## config.mk

```make
export PLATFORM = sky130hd
export DESIGN_NAME = coded_frame_tx_flat
export DESIGN_NICKNAME = d
export VERILOG_FILES = /design/src/rtl/coded_frame_tx_pkg.sv /design/src/rtl/coded_frame_tx_if.sv /design/src/rtl/coded_frame_fifo.sv /design/src/rtl/coded_frame_tx.sv /design/src/flat_wrapper.sv
export SDC_FILE = /design/constraint.sdc
export NUM_CORES = 1
export LEC_CHECK = 0
export CAP_MARGIN = 20
export CORE_ASPECT_RATIO = 0.75
export CORE_UTILIZATION = 40
export CTS_BUF_LIST = sky130_fd_sc_hd__clkbuf_4 sky130_fd_sc_hd__clkbuf_8
export DETAILED_ROUTE_END_ITERATION = 6
export GPL_TIMING_DRIVEN = 1
export PLACE_DENSITY = 0.68
export SETUP_SLACK_MARGIN = 0.2
export SLEW_MARGIN = 20
export SYNTH_ARGS = -nofsm -noshare
export SYNTH_HDL_FRONTEND = slang
export SYNTH_SLANG_ARGS = --single-unit
```

## constraint.sdc

```tcl
create_clock -name clk -period 108.9 [get_ports clk]
set_input_delay 21.78 -clock clk [delete_from_list [all_inputs] [get_ports clk]]
set_output_delay 21.78 -clock clk [all_outputs]
set_load 0.05 [all_outputs]
```

## src/rtl/coded_frame_tx_pkg.sv

```systemverilog
// Shared widths, frame lengths and state encoding for the coded-frame serializer.
// The macros carry the same values for code that still uses the global defines.
`ifndef CODED_FRAME_W
`define CODED_FRAME_W   384
`define RATE2_FRAME_LEN 256
`define RATE3_FRAME_LEN 384
`define TX_BIT_IDX_W    9
`endif

package coded_frame_tx_pkg;
  localparam int CODED_FRAME_W   = `CODED_FRAME_W;
  localparam int RATE2_FRAME_LEN = `RATE2_FRAME_LEN;
  localparam int RATE3_FRAME_LEN = `RATE3_FRAME_LEN;
  localparam int TX_BIT_IDX_W    = `TX_BIT_IDX_W;

  typedef enum logic {TX_IDLE, TX_SHIFT} tx_state_e;

  // Index of the final coded bit for a frame of the given rate (0: 1/2, 1: 1/3).
  function automatic logic [TX_BIT_IDX_W-1:0] last_idx(input logic rate);
    return rate ? TX_BIT_IDX_W'(RATE3_FRAME_LEN - 1) : TX_BIT_IDX_W'(RATE2_FRAME_LEN - 1);
  endfunction
endpackage

```

## src/rtl/coded_frame_tx_if.sv

```systemverilog
// Frame-input and serial-output handshake bundle of the serializer.
// The encoder/channel side is the master; the serializer is the slave.
interface coded_frame_tx_if #(parameter int FRAME_W = 384);
  logic               i_code_rate;
  logic               i_frame_valid;
  logic [FRAME_W-1:0] i_frame;
  logic               o_frame_ready;
  logic               o_tx_bit;
  logic               o_tx_valid;
  logic               i_tx_ready;
  logic               o_tx_sof;
  logic               o_tx_eof;

  modport master (output i_code_rate, i_frame_valid, i_frame, i_tx_ready,
                  input  o_frame_ready, o_tx_bit, o_tx_valid, o_tx_sof, o_tx_eof);
  modport slave  (input  i_code_rate, i_frame_valid, i_frame, i_tx_ready,
                  output o_frame_ready, o_tx_bit, o_tx_valid, o_tx_sof, o_tx_eof);
endinterface

```

## src/rtl/coded_frame_fifo.sv

```systemverilog
// Synchronous DEPTH-entry FIFO of {rate, frame} entries; pushes while full and
// pops while empty are ignored, so a full FIFO never passes a push through.
module coded_frame_fifo #(
  parameter int W     = 385,
  parameter int DEPTH = 2,
  parameter int CW    = $clog2(DEPTH + 1),
  parameter int PW    = (DEPTH > 1) ? $clog2(DEPTH) : 1
) (
  input  logic          clk,
  input  logic          rst,
  input  logic          push,
  input  logic [W-1:0]  din,
  input  logic          pop,
  output logic [W-1:0]  dout,
  output logic          full,
  output logic          empty,
  output logic [CW-1:0] count
);
  logic [DEPTH-1:0][W-1:0] mem;
  logic [PW-1:0]           wr_ptr, rd_ptr;
  logic                    push_ok, pop_ok;

  assign full    = (count == CW'(DEPTH));
  assign empty   = (count == '0);
  assign push_ok = push && !full;
  assign pop_ok  = pop && !empty;
  assign dout    = mem[rd_ptr];

  function automatic logic [PW-1:0] inc(input logic [PW-1:0] p);
    return (p == PW'(DEPTH - 1)) ? '0 : p + 1'b1;
  endfunction

  always_ff @(posedge clk) begin
    if (rst) begin
      wr_ptr <= '0;
      rd_ptr <= '0;
      count  <= '0;
    end else begin
      if (push_ok) begin
        mem[wr_ptr] <= din;
        wr_ptr      <= inc(wr_ptr);
      end
      if (pop_ok) rd_ptr <= inc(rd_ptr);
      count <= count + CW'(push_ok) - CW'(pop_ok);
    end
  end
endmodule

```

## src/rtl/coded_frame_tx.sv

```systemverilog
// Coded-frame serializer: buffers frames with their rate and streams the valid
// bits LSB-first under valid/ready, back-to-back with no bubble between frames.
module coded_frame_tx
  import coded_frame_tx_pkg::*;
#(
  parameter int FRAME_W = CODED_FRAME_W,
  parameter int DEPTH   = 2,
  parameter int CNT_W   = 16
) (
  input  logic             clk,
  input  logic             rst,
  coded_frame_tx_if.slave  bus,
  output logic             o_overflow,
  output logic [CNT_W-1:0] o_frames_sent
);
  localparam int CW = $clog2(DEPTH + 1);

  tx_state_e               state, nxt;
  logic [FRAME_W-1:0]      frame_q;
  logic                    rate_q;
  logic [TX_BIT_IDX_W-1:0] idx;
  logic [FRAME_W:0]        fifo_dout;
  logic                    fifo_full, fifo_empty;
  logic [CW-1:0]           fifo_count;
  logic                    frame_ready, push, pop, hs, is_last;
  logic                    tx_valid, tx_sof, tx_eof;

  assign frame_ready = (fifo_count < CW'(DEPTH));
  assign push        = bus.i_frame_valid && !fifo_full;
  assign is_last     = (idx == last_idx(rate_q));
  assign hs          = tx_valid && bus.i_tx_ready;

  coded_frame_fifo #(.W(FRAME_W + 1), .DEPTH(DEPTH)) u_fifo (
    .clk   (clk),
    .rst   (rst),
    .push  (push),
    .din   ({bus.i_code_rate, bus.i_frame}),
    .pop   (pop),
    .dout  (fifo_dout),
    .full  (fifo_full),
    .empty (fifo_empty),
    .count (fifo_count)
  );

  always_ff @(posedge clk) begin
    if (rst) state <= TX_IDLE;
    else     state <= nxt;
  end

  always_comb begin
    nxt = state;
    case (state)
      TX_IDLE:  if (!fifo_empty) nxt = TX_SHIFT;
      TX_SHIFT: if (hs && is_last && fifo_empty) nxt = TX_IDLE;
      default:  nxt = TX_IDLE;
    endcase
  end

  // The EOF handshake reloads from the FIFO in the same edge: zero-bubble frames.
  always_comb begin
    tx_valid = (state == TX_SHIFT);
    tx_sof   = tx_valid && (idx == '0);
    tx_eof   = tx_valid && is_last;
    pop      = !fifo_empty && ((state == TX_IDLE) || (hs && is_last));
  end

  always_ff @(posedge clk) begin
    if (rst) begin
      frame_q       <= '0;
      rate_q        <= 1'b0;
      idx           <= '0;
      o_overflow    <= 1'b0;
      o_frames_sent <= '0;
    end else begin
      if (pop) begin
        {rate_q, frame_q} <= fifo_dout;
        idx               <= '0;
      end else if (hs) begin
        frame_q <= frame_q >> 1;
        idx     <= idx + 1'b1;
      end
      if (hs && is_last)                          o_frames_sent <= o_frames_sent + 1'b1;
      if (bus.i_frame_valid && !frame_ready)      o_overflow    <= 1'b1;
    end
  end

  // Gated so idle shows 0 rather than leftover upper bits of a rate-1/2 frame.
  assign bus.o_tx_bit      = tx_valid && frame_q[0];
  assign bus.o_tx_valid    = tx_valid;
  assign bus.o_tx_sof      = tx_sof;
  assign bus.o_tx_eof      = tx_eof;
  assign bus.o_frame_ready = frame_ready;
endmodule
```

## src/flat_wrapper.sv

```systemverilog
// flat-port wrapper written by rule: the top's interface ports become plain ports
module coded_frame_tx_flat import coded_frame_tx_pkg::*;
#(
  parameter int FRAME_W = CODED_FRAME_W,
  parameter int DEPTH   = 2,
  parameter int CNT_W   = 16
)
  (clk, rst, o_overflow, o_frames_sent, bus_i_code_rate, bus_i_frame_valid, bus_i_frame, bus_i_tx_ready, bus_o_frame_ready, bus_o_tx_bit, bus_o_tx_valid, bus_o_tx_sof, bus_o_tx_eof);
  coded_frame_tx_if #(.FRAME_W(FRAME_W)) bus_i ();
  input  logic clk;
  input  logic rst;
  output logic o_overflow;
  output logic [CNT_W-1:0] o_frames_sent;
  input wire logic [$bits(bus_i.i_code_rate)-1:0] bus_i_code_rate;
  input wire logic [$bits(bus_i.i_frame_valid)-1:0] bus_i_frame_valid;
  input wire logic [$bits(bus_i.i_frame)-1:0] bus_i_frame;
  input wire logic [$bits(bus_i.i_tx_ready)-1:0] bus_i_tx_ready;
  output wire logic [$bits(bus_i.o_frame_ready)-1:0] bus_o_frame_ready;
  output wire logic [$bits(bus_i.o_tx_bit)-1:0] bus_o_tx_bit;
  output wire logic [$bits(bus_i.o_tx_valid)-1:0] bus_o_tx_valid;
  output wire logic [$bits(bus_i.o_tx_sof)-1:0] bus_o_tx_sof;
  output wire logic [$bits(bus_i.o_tx_eof)-1:0] bus_o_tx_eof;
  assign bus_i.i_code_rate = bus_i_code_rate;
  assign bus_i.i_frame_valid = bus_i_frame_valid;
  assign bus_i.i_frame = bus_i_frame;
  assign bus_i.i_tx_ready = bus_i_tx_ready;
  assign bus_o_frame_ready = bus_i.o_frame_ready;
  assign bus_o_tx_bit = bus_i.o_tx_bit;
  assign bus_o_tx_valid = bus_i.o_tx_valid;
  assign bus_o_tx_sof = bus_i.o_tx_sof;
  assign bus_o_tx_eof = bus_i.o_tx_eof;
  coded_frame_tx #(.FRAME_W(FRAME_W), .DEPTH(DEPTH), .CNT_W(CNT_W)) u_core (.clk(clk), .rst(rst), .bus(bus_i), .o_overflow(o_overflow), .o_frames_sent(o_frames_sent));
endmodule
```

Yosys cells after proc, flatten, opt, wreduce, memory -nomap -nowiden

Cells that the tools add are included.

Register bits: 1186
Latch bits: 0
RAM bits: 0
ROM bits: 0
Output and inout bits: 22
Memories: 0

$add $sub $neg: 6
$mul: 0
Divide/modulo/power cells: 0
Magnitude comparators: 4
Equality and inequality tests: 2
Shift operators: 0
Multiplexer cells: 13
Bitwise operators: 2
Reduce and logical (&&, ||, !) cells: 21

Operators by type and width:

| kind                                                                  | count |
|---|---|
| 385-bit 2-to-1 mux                                                    | 3 |
| 770-bit bitwise mux                                                   | 1 |
| 384-bit 2-to-1 mux                                                    | 2 |
| 385-bit demux with 1-bit select                                       | 1 |
| 16-bit by 1-bit adder with 16-bit output (second input constant)      | 1 |
| 1-bit logical AND                                                     | 12 |
| 9-bit by 1-bit adder with 9-bit output (second input constant)        | 1 |
| 9-bit == test                                                         | 1 |
| 9-bit zero test                                                       | 1 |
| 9-bit 2-to-1 mux                                                      | 1 |
| 1-bit by 2-bit < comparator with 1-bit output (second input constant) | 2 |
| 1-bit 2-to-1 mux                                                      | 4 |
| 1-bit zero test                                                       | 3 |
| 1-bit adder (second input constant)                                   | 2 |
| 2-bit by 1-bit adder with 2-bit output                                | 1 |
| 2-bit == test (second input constant)                                 | 1 |
| 2-bit zero test                                                       | 1 |
| 2-bit < comparator (second input constant)                            | 1 |
| 1-bit inverter                                                        | 2 |
| 1-bit case mux with 2 select lines                                    | 1 |
| 2-bit AND reduction                                                   | 1 |
| 2-bit nonzero test                                                    | 1 |
| 2-bit OR reduction                                                    | 1 |
| 2-bit by 1-bit subtractor with 2-bit output                           | 1 |
| other kinds (2)                                                       | 2 |

Depth between registers and ports, before layout

Depth in word-level cells: 7
Depth in mapped cells: 14

Cells and area by module

From an unflattened synthesis, not the netlist that was laid out.

Cell total of the unflattened synthesis: 3607
Area total of the unflattened synthesis: 50028.0 um2

By module, submodules not included:

| module           | times used | cells each | area each (um2) | sequential area each (um2) |
|---|---|---|---|---|
| coded_frame_fifo | 1          | 1221       | 28133.2         | 23202.3 |
| coded_frame_tx   | 1          | 2386       | 21894.7         | 8247.9 |

Least setup slack after synthesis

No wires, ideal clock.

Path kind: input port to flip-flop
From: input port rst
To: register u_core.u_fifo.mem[385] (netlist name), enable pin
Setup time: 1.683 ns
Arrival: 50.162 ns
Required time: 107.217 ns
Setup slack: 57.055 ns
Stages on the path: 4
Path through: clkbuf_1 -> clkbuf_1 -> clkbuf_1 -> nor3b_1

Longest elaborated chain between the ends: 2

Ends and longest elaborated chain:

| element                              | RTL line               | RTL |
|---|---|---|
| start: declaration                   | flat_wrapper.sv:11     | `input logic rst;` |
| 1-bit inverter (no source line)      | n/a                    |  |
| 2-bit AND reduction (no source line) | n/a                    |  |
| end signal: indexed assignment       | coded_frame_fifo.sv:40 | `mem[wr_ptr] <= din;` |
| end: declaration                     | coded_frame_fifo.sv:19 | `logic [DEPTH-1:0][W-1:0] mem;` |

Every way passes these cells.
A chain may end at the register's enable or synchronous reset.

Final worst setup path

From: input port bus_i_tx_ready
To: register u_core.frame_q[130]

Longest elaborated chain between the ends: 5
Elaborated cells between the ends (all ways): 6
Those cells by class: mux: 1; reduce/logical: 5

Ends and longest elaborated chain:

| element                                                  | RTL line             | RTL |
|---|---|---|
| start: declaration                                       | flat_wrapper.sv:17   | `input wire logic [$bits(bus_i.i_tx_ready)-1:0] bus_i_tx_ready;` |
| 1-bit logical AND *                                      | coded_frame_tx.sv:31 | `assign hs = tx_valid && bus.i_tx_ready;` |
| 1-bit logical AND                                        | coded_frame_tx.sv:64 | `pop = !fifo_empty && ((state == TX_IDLE) \|\| (hs && is_last));` |
| 1-bit logical OR                                         | coded_frame_tx.sv:64 |  |
| 1-bit logical AND                                        | coded_frame_tx.sv:64 |  |
| 384-bit 2-to-1 mux or 2-bit nonzero test (tied branches) | n/a                  |  |
| end signal: assignment                                   | coded_frame_tx.sv:76 | `{rate_q, frame_q} <= fifo_dout;` |
| end signal: assignment                                   | coded_frame_tx.sv:79 | `frame_q <= frame_q >> 1;` |
| end: declaration                                         | coded_frame_tx.sv:19 | `logic [FRAME_W-1:0] frame_q;` |

Mark *: on every way between the ends. The rest lies on a longest branch, timed or not.

==> results.txt <==
Main synth FF type: edfxtp_1
Worst Hold Class: flip-flop to flip-flop
Worst Path Required: 109,610 ps
Most common cell after layout, fill and taps aside: edfxtp_1
Ports: 411
Hold Crit Depth: 2
Max_cap viols: 0
Num CTS Buffers: 183
Initial antenna violation count: 23
Hold Fails Final Rpt: 0
Cell Pwr Density: 24.92 mW/mm2
RSZ-0062 raised after global routing: no
Yosys top cell by area: edfxtp_1
Syn Nets: 3,566
Antenna-violating nets left: 0
Cts-stage hold buffer count: 0
CP arrival: 25,990 ps
Non-Filler Instances: 5,305
Die ar.: 0.1228 mm2
Post-Route WL: 105,400 um
Status: complete, no violations
CP Capture Type: flip-flop
Layout Skew: 64.07 ps
1st-iter DRT viols: 1,722
Area delta synth->final: 18.72%
Site Rows: 110
DR WL/cell: 19.86 um
Core ar.: 0.1202 mm2
Vias post-DR: 27,946
Slew @ Worst Pin: 1127 ps
Worst path slowest cell: buf_4
CP max FO: 111
Min Tclk post-route: 25,290 ps
Clk slew on worst S/H paths: 60 ps
Yosys warns: 0
Final setup TNS: 0 ps
Crit path top cell by count: buf_4
EDFF count, synth: 770
Critical Path Start Type: input pin
Post-synth cell types: 40
Die W: 404.3 um
Fillers: 10,269
Placed cells: 4,940
Synth top area cells: edfxtp_1, dfxtp_1, a221oi_2
Clock Sinks: 1,186
Post-CTS setup repair buffer count: 0
Final Net Count: 3,896
CTS tree: yes
Worst Reg-to-Reg Cells: 7
CTS root buffer: clkbuf_8
Highest clock rate: 39.54 MHz
Initial core utilization: 40.41%
Syn_area_per_cell: 15.31 um2
FFs w/ async S/R, synth: 0%
Synth Register Bits: 1,186
Compound-cell area share of the yosys netlist: 17.73%
Share of the synthesized area in the top cell type: 47.63%
Part of the Yosys area used for sequential elements: 64.78%
Global-route wire length before repair: 162,000 um
Max-slew violations: 0
Die Ht: 303.7 um
Crit-path cells: clkdlybuf4s50_1 -> and4_1 -> o211ai_4 -> nand2_4 -> buf_4 -> buf_4 -> buf_12 -> a221oi_2
Period utilisation layout: 23.22%
Max transition margin: 24.84%
VDD IR max: 0.01340 mV
DP HPWL: 60,720 um
Clock Path Buffers: 3
Mux share of post-synthesis cell area: 7.982%
LEAKAGE: 17.77 nW
Drt pass-1 iters: 5
Total grt overflow: 0
Share of layout cells above drive strength 1: 19.79%
Largest net degree at the start of global routing: 147
Final setup viols: 0
Worst-Skew Late Latency: 920 ps
Most frequent cells in the layout: edfxtp_1, dfxtp_1, clkdlybuf4s50_1
Worst stage delay on the critical path: 860 ps
Port bufs: 410
DRC violations left: 0
Gpl congestion: 0.7505
Via/cell ratio: 5.268
WS Path Type: input pin to flip-flop
Adder-Cell Fraction of Synth Area: 0.1289%
H-Tree Depth: 4
Netlist Area Pre-Place: 0.04855 mm2
Post-Synth XOR/XNOR Area: 0.2345%
GR Util All Layers: 16.83%
Syn Inst Count: 3,172
Number of global-route vias before repair: 27,567
Largest family of logic cells by synthesized area: compound AO/OA/AOI/OAI gates
CTS-repair resized insts: 0
Simple-gate portion of the synthesized area: 5.845%
final timing paths:
| path | startpoint | to | slack [ps] |
|---|---|---|---|
| max reg2reg | u_core.bus.o_tx_valid | u_core.frame_q[130] | 104380 |
| min | u_core.o_overflow | u_core.o_overflow | 470 |
| max | bus_i_tx_ready | u_core.frame_q[130] | 83610 |
| min reg2reg | u_core.o_overflow | u_core.o_overflow | 470 |
critical path: cells and delay by family:
| family | cells | cell delay [ps] |
|---|---|---|
| simple gates | 2 | 760 |
| buf+inv | 4 | 2850 |
| compound gates | 2 | 300 |
metrics by stage:
| step | setup slack, ps | instance area, um2 | power (W) | hold WS [ps] | utilization (%) |
|---|---|---|---|---|---|
| floorplan | 57050 | 48550 | 0.0009923 | 458.4 | - |
| global placement | 82750 | 53560 | 0.001044 | 453.1 | 44.58 |
| detailed placement | 82660 | 53580 | 0.001055 | 463.3 | 44.60 |
| CTS | 83670 | 57560 | 0.001453 | 478.0 | 47.91 |
| global route | 83460 | 57620 | 0.001517 | 503.4 | 47.95 |
| finish | 83610 | 57630 | 0.001436 | 472.6 | 47.97 |
power breakdown:
part	leakage, nW	internal, W	switching [W]	total, W
registers	10.5	0.000583	0.0000494	0.000633
clock network	2.11	0.000215	0.000178	0.000394
logic	5.18	0.000167	0.000243	0.000410
cells by family after synthesis:
logic type,count (synthesis)
and+or+nand+nor,459
muxes,387
xor gates and xnor gates,13
adders and majority gates,5
DFF,1186
buffers and inverters,319
AOI/OAI and AO/OA,803
sequential cells by signal, summed over array words and instances, names as in the netlist, 2 cells and up:
signal and flops:
u_core.u_fifo.mem 770, u_core.frame_q 384, u_core.o_frames_sent 16, u_core.idx 9, u_core.u_fifo.count 2
metal layers:
layer | vias up | GRT usage [%] | routed length, um
li1 | 13451 | - | -
met1 | 13787 | 23.47 | 49530
met2 | 522 | 25.80 | 48300
met3 | 168 | 4.016 | 5521
met4 | 18 | 5.294 | 1887
met5 | - | 0 | 121
synth_stat cells, types with 3 or more instances:
cell type,instances
nor2b_1,386
a211oi_1,384
nand2_1,10
and4_1,4
o21ai_0,4
nor3_1,12
dfxtp_1,416
a221oi_1,43
ha_1,5
o31ai_1,13
a221oi_2,341
clkbuf_1,189
buf_2,77
nor2_1,10
xor2_1,6
nand3_1,8
buf_6,40
mux2i_1,386
buf_1,3
xnor2_1,7
a21oi_1,15
or4_1,12
inv_1,8
edfxtp_1,770
nand4_1,5
cell type report:
cell class	instances	area, um2	share of cell area [%]
flip-flops and latches	1186	31450	54.58
multi-input cells	1667	15530	26.95
repair buffers	456	4562	7.915
clock buffers	281	3417	5.929
well taps	1624	2032	3.526
clock inverters	65	560.5	0.9726
diodes	18	45.04	0.07815
inverters	8	30.03	0.05210
No activity file was read; power rests on OpenSTA's default activity.
